**src/rtl/lcd_bus_receiver.sv**
```systemverilog
`timescale 1ns/1ps
`default_nettype none
// ============================================================================
// Module      : lcd_bus_receiver
// Description : Passive HD44780 bus snooper. Synchronizes the asynchronous
//               rs/rw/en/data bus, tracks the controller address counter and
//               entry mode, and queues every captured write as a record
//               {rs, byte, addr} in a small FIFO. Status reads return
//               {busy, AC}. Busy-time emulation is built only when the macro
//               LCD_RX_BUSY_EN is defined.
// Revision    : 1.0 - initial release
// ============================================================================
module lcd_bus_receiver #(
  parameter int BUSY_SHORT = 1850,
  parameter int BUSY_LONG  = 76000,
  parameter int FIFO_AW    = 2
) (
  input  logic       clk_clk,
  input  logic       reset_reset_n,
  input  logic       lcd_controller_rs,
  input  logic       lcd_controller_rw,
  input  logic       lcd_controller_en,
  input  logic [7:0] lcd_controller_lcd,
  output logic [7:0] rd_data,
  output logic       rec_valid,
  input  logic       rec_ready,
  output logic       rec_rs,
  output logic [7:0] rec_byte,
  output logic [6:0] rec_addr,
  output logic       busy,
  output logic       err_busy,
  output logic       overflow
);

  localparam int DEPTH = 1 << FIFO_AW;
  localparam int REC_W = 16;

  // Synchronizer stages, packed as {rs, rw, en, data}
  logic [10:0]      sync_1;
  logic [10:0]      sync_2;
  logic             en_s;
  logic             rs_s;
  logic             rw_s;
  logic [7:0]       data_s;

  // Bus values captured while en is high, and edge detection
  logic             en_prev;
  logic             lat_rs;
  logic             lat_rw;
  logic [7:0]       lat_data;
  logic             en_rise;
  logic             en_fall;
  logic             wr_fire;

  // Address counter and entry-mode increment/decrement bit
  logic [6:0]       ac;
  logic [6:0]       ac_next;
  logic             id;
  logic             id_next;

  // Record FIFO
  logic             push_req;
  logic [REC_W-1:0] push_rec;
  logic [REC_W-1:0] mem [DEPTH];
  logic [FIFO_AW:0] wr_ptr;
  logic [FIFO_AW:0] rd_ptr;
  logic             fifo_empty;
  logic             fifo_full;
  logic             pop;
  logic             push_ok;
  logic             overflow_q;

  assign en_s   = sync_2[8];
  assign rs_s   = sync_2[10];
  assign rw_s   = sync_2[9];
  assign data_s = sync_2[7:0];

  // Two-flop synchronizer for every bus input
  always_ff @(posedge clk_clk) begin
    if (!reset_reset_n) begin
      sync_1 <= '0;
      sync_2 <= '0;
    end else begin
      sync_1 <= {lcd_controller_rs, lcd_controller_rw, lcd_controller_en, lcd_controller_lcd};
      sync_2 <= sync_1;
    end
  end

  // Remember en and the last bus values seen while en was high
  always_ff @(posedge clk_clk) begin
    if (!reset_reset_n) begin
      en_prev  <= 1'b0;
      lat_rs   <= 1'b0;
      lat_rw   <= 1'b0;
      lat_data <= '0;
    end else begin
      en_prev <= en_s;
      if (en_s) begin
        lat_rs   <= rs_s;
        lat_rw   <= rw_s;
        lat_data <= data_s;
      end
    end
  end

  // en_prev restarts at 0, so a fall needs en seen high after reset release
  assign en_rise = en_s & ~en_prev;
  assign en_fall = ~en_s & en_prev;
  assign wr_fire = en_fall & ~lat_rw;

  // Decode the completed transfer into the next AC / ID values
  always_comb begin
    ac_next = ac;
    id_next = id;
    if (en_fall) begin
      if (lat_rs) begin
        // Data write and data read both step AC in the entry direction
        ac_next = id ? (ac + 7'd1) : (ac - 7'd1);
      end else if (!lat_rw) begin
        if (lat_data == 8'h01) begin
          ac_next = '0;
          id_next = 1'b1;
        end else if (lat_data[7:1] == 7'b0000001) begin
          ac_next = '0;
        end else if (lat_data[7:2] == 6'b000001) begin
          id_next = lat_data[1];
        end else if (lat_data[7]) begin
          ac_next = lat_data[6:0];
        end
      end
    end
  end

  // AC/ID state and the one-cycle-delayed record push request
  always_ff @(posedge clk_clk) begin
    if (!reset_reset_n) begin
      ac       <= '0;
      id       <= 1'b1;
      push_req <= 1'b0;
      push_rec <= '0;
    end else begin
      ac       <= ac_next;
      id       <= id_next;
      push_req <= wr_fire;
      if (wr_fire) begin
        // Address is the AC value before this transfer updates it
        push_rec <= {lat_rs, lat_data, ac};
      end
    end
  end

  // Read response: status reads return {busy, AC}, data reads return zero
  always_ff @(posedge clk_clk) begin
    if (!reset_reset_n) begin
      rd_data <= '0;
    end else if (en_rise && rw_s) begin
      rd_data <= rs_s ? 8'h00 : {busy, ac};
    end
  end

  assign fifo_empty = (wr_ptr == rd_ptr);
  assign fifo_full  = (wr_ptr[FIFO_AW] != rd_ptr[FIFO_AW]) &&
                      (wr_ptr[FIFO_AW-1:0] == rd_ptr[FIFO_AW-1:0]);
  assign pop        = ~fifo_empty & rec_ready;
  // A full FIFO still accepts a push when the head leaves in the same cycle
  assign push_ok    = push_req & (~fifo_full | pop);

  // FIFO pointers and sticky overflow flag
  always_ff @(posedge clk_clk) begin
    if (!reset_reset_n) begin
      wr_ptr     <= '0;
      rd_ptr     <= '0;
      overflow_q <= 1'b0;
    end else begin
      if (push_ok) begin
        wr_ptr <= wr_ptr + {{FIFO_AW{1'b0}}, 1'b1};
      end
      if (pop) begin
        rd_ptr <= rd_ptr + {{FIFO_AW{1'b0}}, 1'b1};
      end
      if (push_req && !push_ok) begin
        overflow_q <= 1'b1;
      end
    end
  end

  // FIFO storage; pointers alone define occupancy so the array needs no reset
  always_ff @(posedge clk_clk) begin
    if (reset_reset_n && push_ok) begin
      mem[wr_ptr[FIFO_AW-1:0]] <= push_rec;
    end
  end

  assign rec_valid = ~fifo_empty;
  assign overflow  = overflow_q;
  // Outputs are forced to zero when empty so stale storage never shows
  assign {rec_rs, rec_byte, rec_addr} = fifo_empty ? '0 : mem[rd_ptr[FIFO_AW-1:0]];

`ifdef LCD_RX_BUSY_EN
  localparam int BUSY_MAX = (BUSY_LONG > BUSY_SHORT) ? BUSY_LONG : BUSY_SHORT;
  localparam int CNT_W    = $clog2(BUSY_MAX + 1);

  logic [CNT_W-1:0] busy_cnt;
  logic             err_busy_q;
  logic             long_cmd;

  // Clear display and return home take the long execution time
  assign long_cmd = ~lat_rs & ((lat_data == 8'h01) || (lat_data[7:1] == 7'b0000001));

  // Busy counter reloads on every write; a write while busy is flagged
  always_ff @(posedge clk_clk) begin
    if (!reset_reset_n) begin
      busy_cnt   <= '0;
      err_busy_q <= 1'b0;
    end else if (wr_fire) begin
      busy_cnt <= long_cmd ? CNT_W'(BUSY_LONG) : CNT_W'(BUSY_SHORT);
      if (busy_cnt != '0) begin
        err_busy_q <= 1'b1;
      end
    end else if (busy_cnt != '0) begin
      busy_cnt <= busy_cnt - CNT_W'(1);
    end
  end

  assign busy     = (busy_cnt != '0);
  assign err_busy = err_busy_q;
`else
  assign busy     = 1'b0;
  assign err_busy = 1'b0;
`endif

endmodule
`default_nettype wire

```
**config.mk**
```make
export PLATFORM = sky130hd
export DESIGN_NAME = lcd_bus_receiver
export DESIGN_NICKNAME = d
export VERILOG_FILES = /design/src/rtl/lcd_bus_receiver.sv
export SDC_FILE = /design/constraint.sdc
export NUM_CORES = 1
export LEC_CHECK = 0
export BUFFER_PORTS_ARGS = -buffer_cell sky130_fd_sc_hd__buf_2
export CAP_MARGIN = 10
export CELL_PAD_IN_SITES_DETAIL_PLACEMENT = 1
export CELL_PAD_IN_SITES_GLOBAL_PLACEMENT = 2
export CORE_MARGIN = 3
export CORE_UTILIZATION = 41
export CTS_CLUSTER_DIAMETER = 40
export CTS_CLUSTER_SIZE = 24
export DETAILED_ROUTE_END_ITERATION = 8
export PLACE_DENSITY = 0.77
export SLEW_MARGIN = 25
export SYNTH_ARGS = -nofsm -noshare
export SYNTH_HDL_FRONTEND = slang
export SYNTH_SLANG_ARGS = --single-unit
export TNS_END_PERCENT = 30
```
**constraint.sdc**
```tcl
create_clock -name clk_clk -period 3.06 [get_ports clk_clk]
set_clock_uncertainty 0.15 [all_clocks]
set_input_delay 0.459 -clock clk_clk [delete_from_list [all_inputs] [get_ports clk_clk]]
set_output_delay 0.459 -clock clk_clk [all_outputs]
set_load 0.005 [all_outputs]
```
==> impl_metrics.py <==
metrics = {
    "run_status": {
        "outcome": "complete, no violations",
    },
    "grt": {
        "grt_pass1_wl_um": 18100,
        "grt_pass1_vias": 3395,
        "grt_max_degree": 47,
        "grt-ovfl-total": 0,
        "grt.total_usage_pct": 16.2,
        "antenna_found_initial": 0,
    },
    "clock_tree": {
        "clk_pin_slew_worst_paths_ns": 0.06,
        "ctsHoldBuffers": 0,
        "cts_root_buf": "clkbuf_16",
        "clock_latency_ns": 0.41,
        "cts_resized": 0,
        "clock-sinks": 138,
        "htree_levels": 4,
        "cts_buffers": 17,
        "clockBufferDepth": 2,
        "post-cts-setup-buffer-count": 0,
        "cts_tree": "done",
    },
    "worst_setup_path": {
        "cp-end-kind": "output pin",
        "cpPeakStageDelay_ns": 0.50,
        "critPathArrivalTime_ns": 2.02,
        "r2r-start": "wr_ptr[1]",
        "worstPathRequired_ns": 2.45,
        "worstSetupStartpoint": "rd_ptr[2]",
        "cp-start-kind": "flip-flop",
        "worstPathCellList": "xnor2_1, nand3_1, and2_1, buf_2",
        "r2r_slack_ns": 0.69,
        "critPathMaxFanout": 19,
        "path_class": "flip-flop to output pin",
        "slowest_stage": "nand3_1",
    },
    "final_layout": {
        "fillers": 1330,
        "nNetsFinal": 482,
        "drive_gt1_share_pct": 21.9,
        "layout.cells.non_filler": 642,
        "design_area_um2": 6380,
        "final_common_cell": "dfxtp_1",
        "final_cell_mix": "dfxtp_1 (74), edfxtp_1 (64), nand2_1 (46), and2_1 (42), buf_2 (38)",
        "diodes": 0,
        "area_growth_pct": 18.1,
    },
    "drt": {
        "via_count": 3229,
        "dr.pass1.iters": 4,
        "finalWirelength_um": 10900,
        "drcViolationCount": 0,
        "avgRoutedWirePerCell_um": 16.9,
        "vias_per_cell": 5.03,
        "final_antenna_net_count": 0,
        "drt_iter0_drc": 175,
    },
    "synth": {
        "seq_area_frac_synth_pct": 63.0,
        "synthesis.area_per_instance_um2": 13.0,
        "synth_ff_type": "dfxtp_1",
        "syn-instance-count": 417,
        "synthesis.area_um2": 5400,
        "yosys.area.top_type": "edfxtp_1",
        "synth_cell_types": 45,
        "synth_top_area_share_pct": 35.6,
        "synth_edf_count": 64,
        "yosysWarnings": 0,
        "async_reset_ff_share_pct": 0,
        "ys_seq_elements": 138,
        "synth_area_leaders": "edfxtp_1 (36%), dfxtp_1 (27%), mux4_2 (6.7%), and2_1 (4.9%), nand2_1 (3.2%)",
    },
    "die": {
        "die_w_um": 121,
        "dieArea_um2": 14600,
        "core-area_um2": 12800,
        "initial_utilization_pct": 42.3,
        "dieHeight_um": 121,
        "ioPinCount": 42,
        "row_count": 41,
    },
    "placed_design": {
        "pre_cts_slack_ns": 0.701,
        "port_buffers": 38,
        "dp_hpwl_um": 7130,
        "postPlaceCellArea_um2": 5730,
        "dp.cells": 610,
        "place.gp.congestion": 0.763,
    },
    "sta": {
        "grt_setup_unrepaired": "no",
        "fin_tns_setup_ns": 0,
        "fin_crit_ns": 2.63,
        "worst_slew_pin_slew_ns": 0.833,
        "finalHoldViolations": 0,
        "fmaxAchievable_mhz": 380,
        "drv_slew": 0,
        "fin_ws_ns": 0.430,
        "finalSetupViolations": 0,
        "fin_hold_ws_ns": 0.101,
        "finalCritPeriodShare_pct": 86.0,
        "maxSlewHeadroom_pct": 44.5,
    },
    "power": {
        "p_per_area_nw_per_um2": 667,
        "p_leak_uw": 0.00233,
        "ir_worst_vdd_uv": 322,
    },
    "hold_path": {
        "hold_path_startpoint": "lcd_controller_rs",
        "hp-class": "input pin to flip-flop",
    },
    "job": {
        "maxCapViolations": 0,
    },
}
## critical path: cells and delay by family (launching register included)
family        cells  cell delay (ns)
simple gates      2             0.82
xor+xnor          1             0.33
flops             1             0.33
buf+inv           1             0.12
## state kept, by name, summed over array words and instances, names as in the netlist, named ones only
register  count
mem          64
push_rec     16
sync_1       11
sync_2       11
lat_data      8
ac            7
rd_data       7
rd_ptr        3
wr_ptr        3
en_prev       1
id            1
lat_rs        1
lat_rw        1
overflow      1
push_req      1
## metal layers
metal	track usage, %	share of wire, %	up-vias
met3	4.63	3.7	16
met1	20.4	45	1594
li1	-	-	1555
met5	0	0	-
met2	26.7	50	64
met4	6.09	1.7	0
## final timing paths
kind                               endpoint  cells past startpoint
worst min register to register    sync_2[2]                      1
worst min-delay path             sync_1[10]                      2
worst max-delay path            rec_byte[4]                      4
worst max register to register    mem[1][9]                      5
## through the flow
stage | utilization, % | power, uW
final | 49.9 | 4260
after detailed placement | 44.9 | 2080
after global routing | 49.9 | 4400
after floorplan | - | 2050
after CTS | 49.9 | 4310
after global placement | 44.9 | 2080
## synth_stat cells (6+ instances only)
cell	instances
edfxtp_1	64
dfxtp_1	74
mux4_2	16
nand2_1	46
nor2_1	22
a21oi_1	33
clkbuf_1	16
xnor2_1	7
inv_1	6
mux2i_1	15
and2_1	42
ha_1	10
nand3b_1	11
## area by class of cell
cell class	instances	area [um2]	area share, %
flip-flops and latches	138	3400	53.3
multi-input cells	251	1860	29.2
clock buffers	17	425	6.67
repair buffers	43	228	3.57
clock inverters	15	223	3.49
well taps	172	215	3.37
inverters	6	22.5	0.353
## kinds of logic after synthesis
logic type      count (synthesis)  share of synthesized area [%]
xor+xnor                       11                           1.78
flops                         138                           63.0
other cells                     1                         0.0694
fa+ha+maj                      11                           2.69
buf+inv                        30                           2.76
compound gates                 54                           5.97
simple gates                  139                           13.9
mux                            33                           9.87
## report_power, final
group          internal (uW)  switching [uW]
clock                   1440             774
sequential              1930            13.7
combinational           44.2            48.6
total                   3420             836
(Power assumes the default switching activity.)
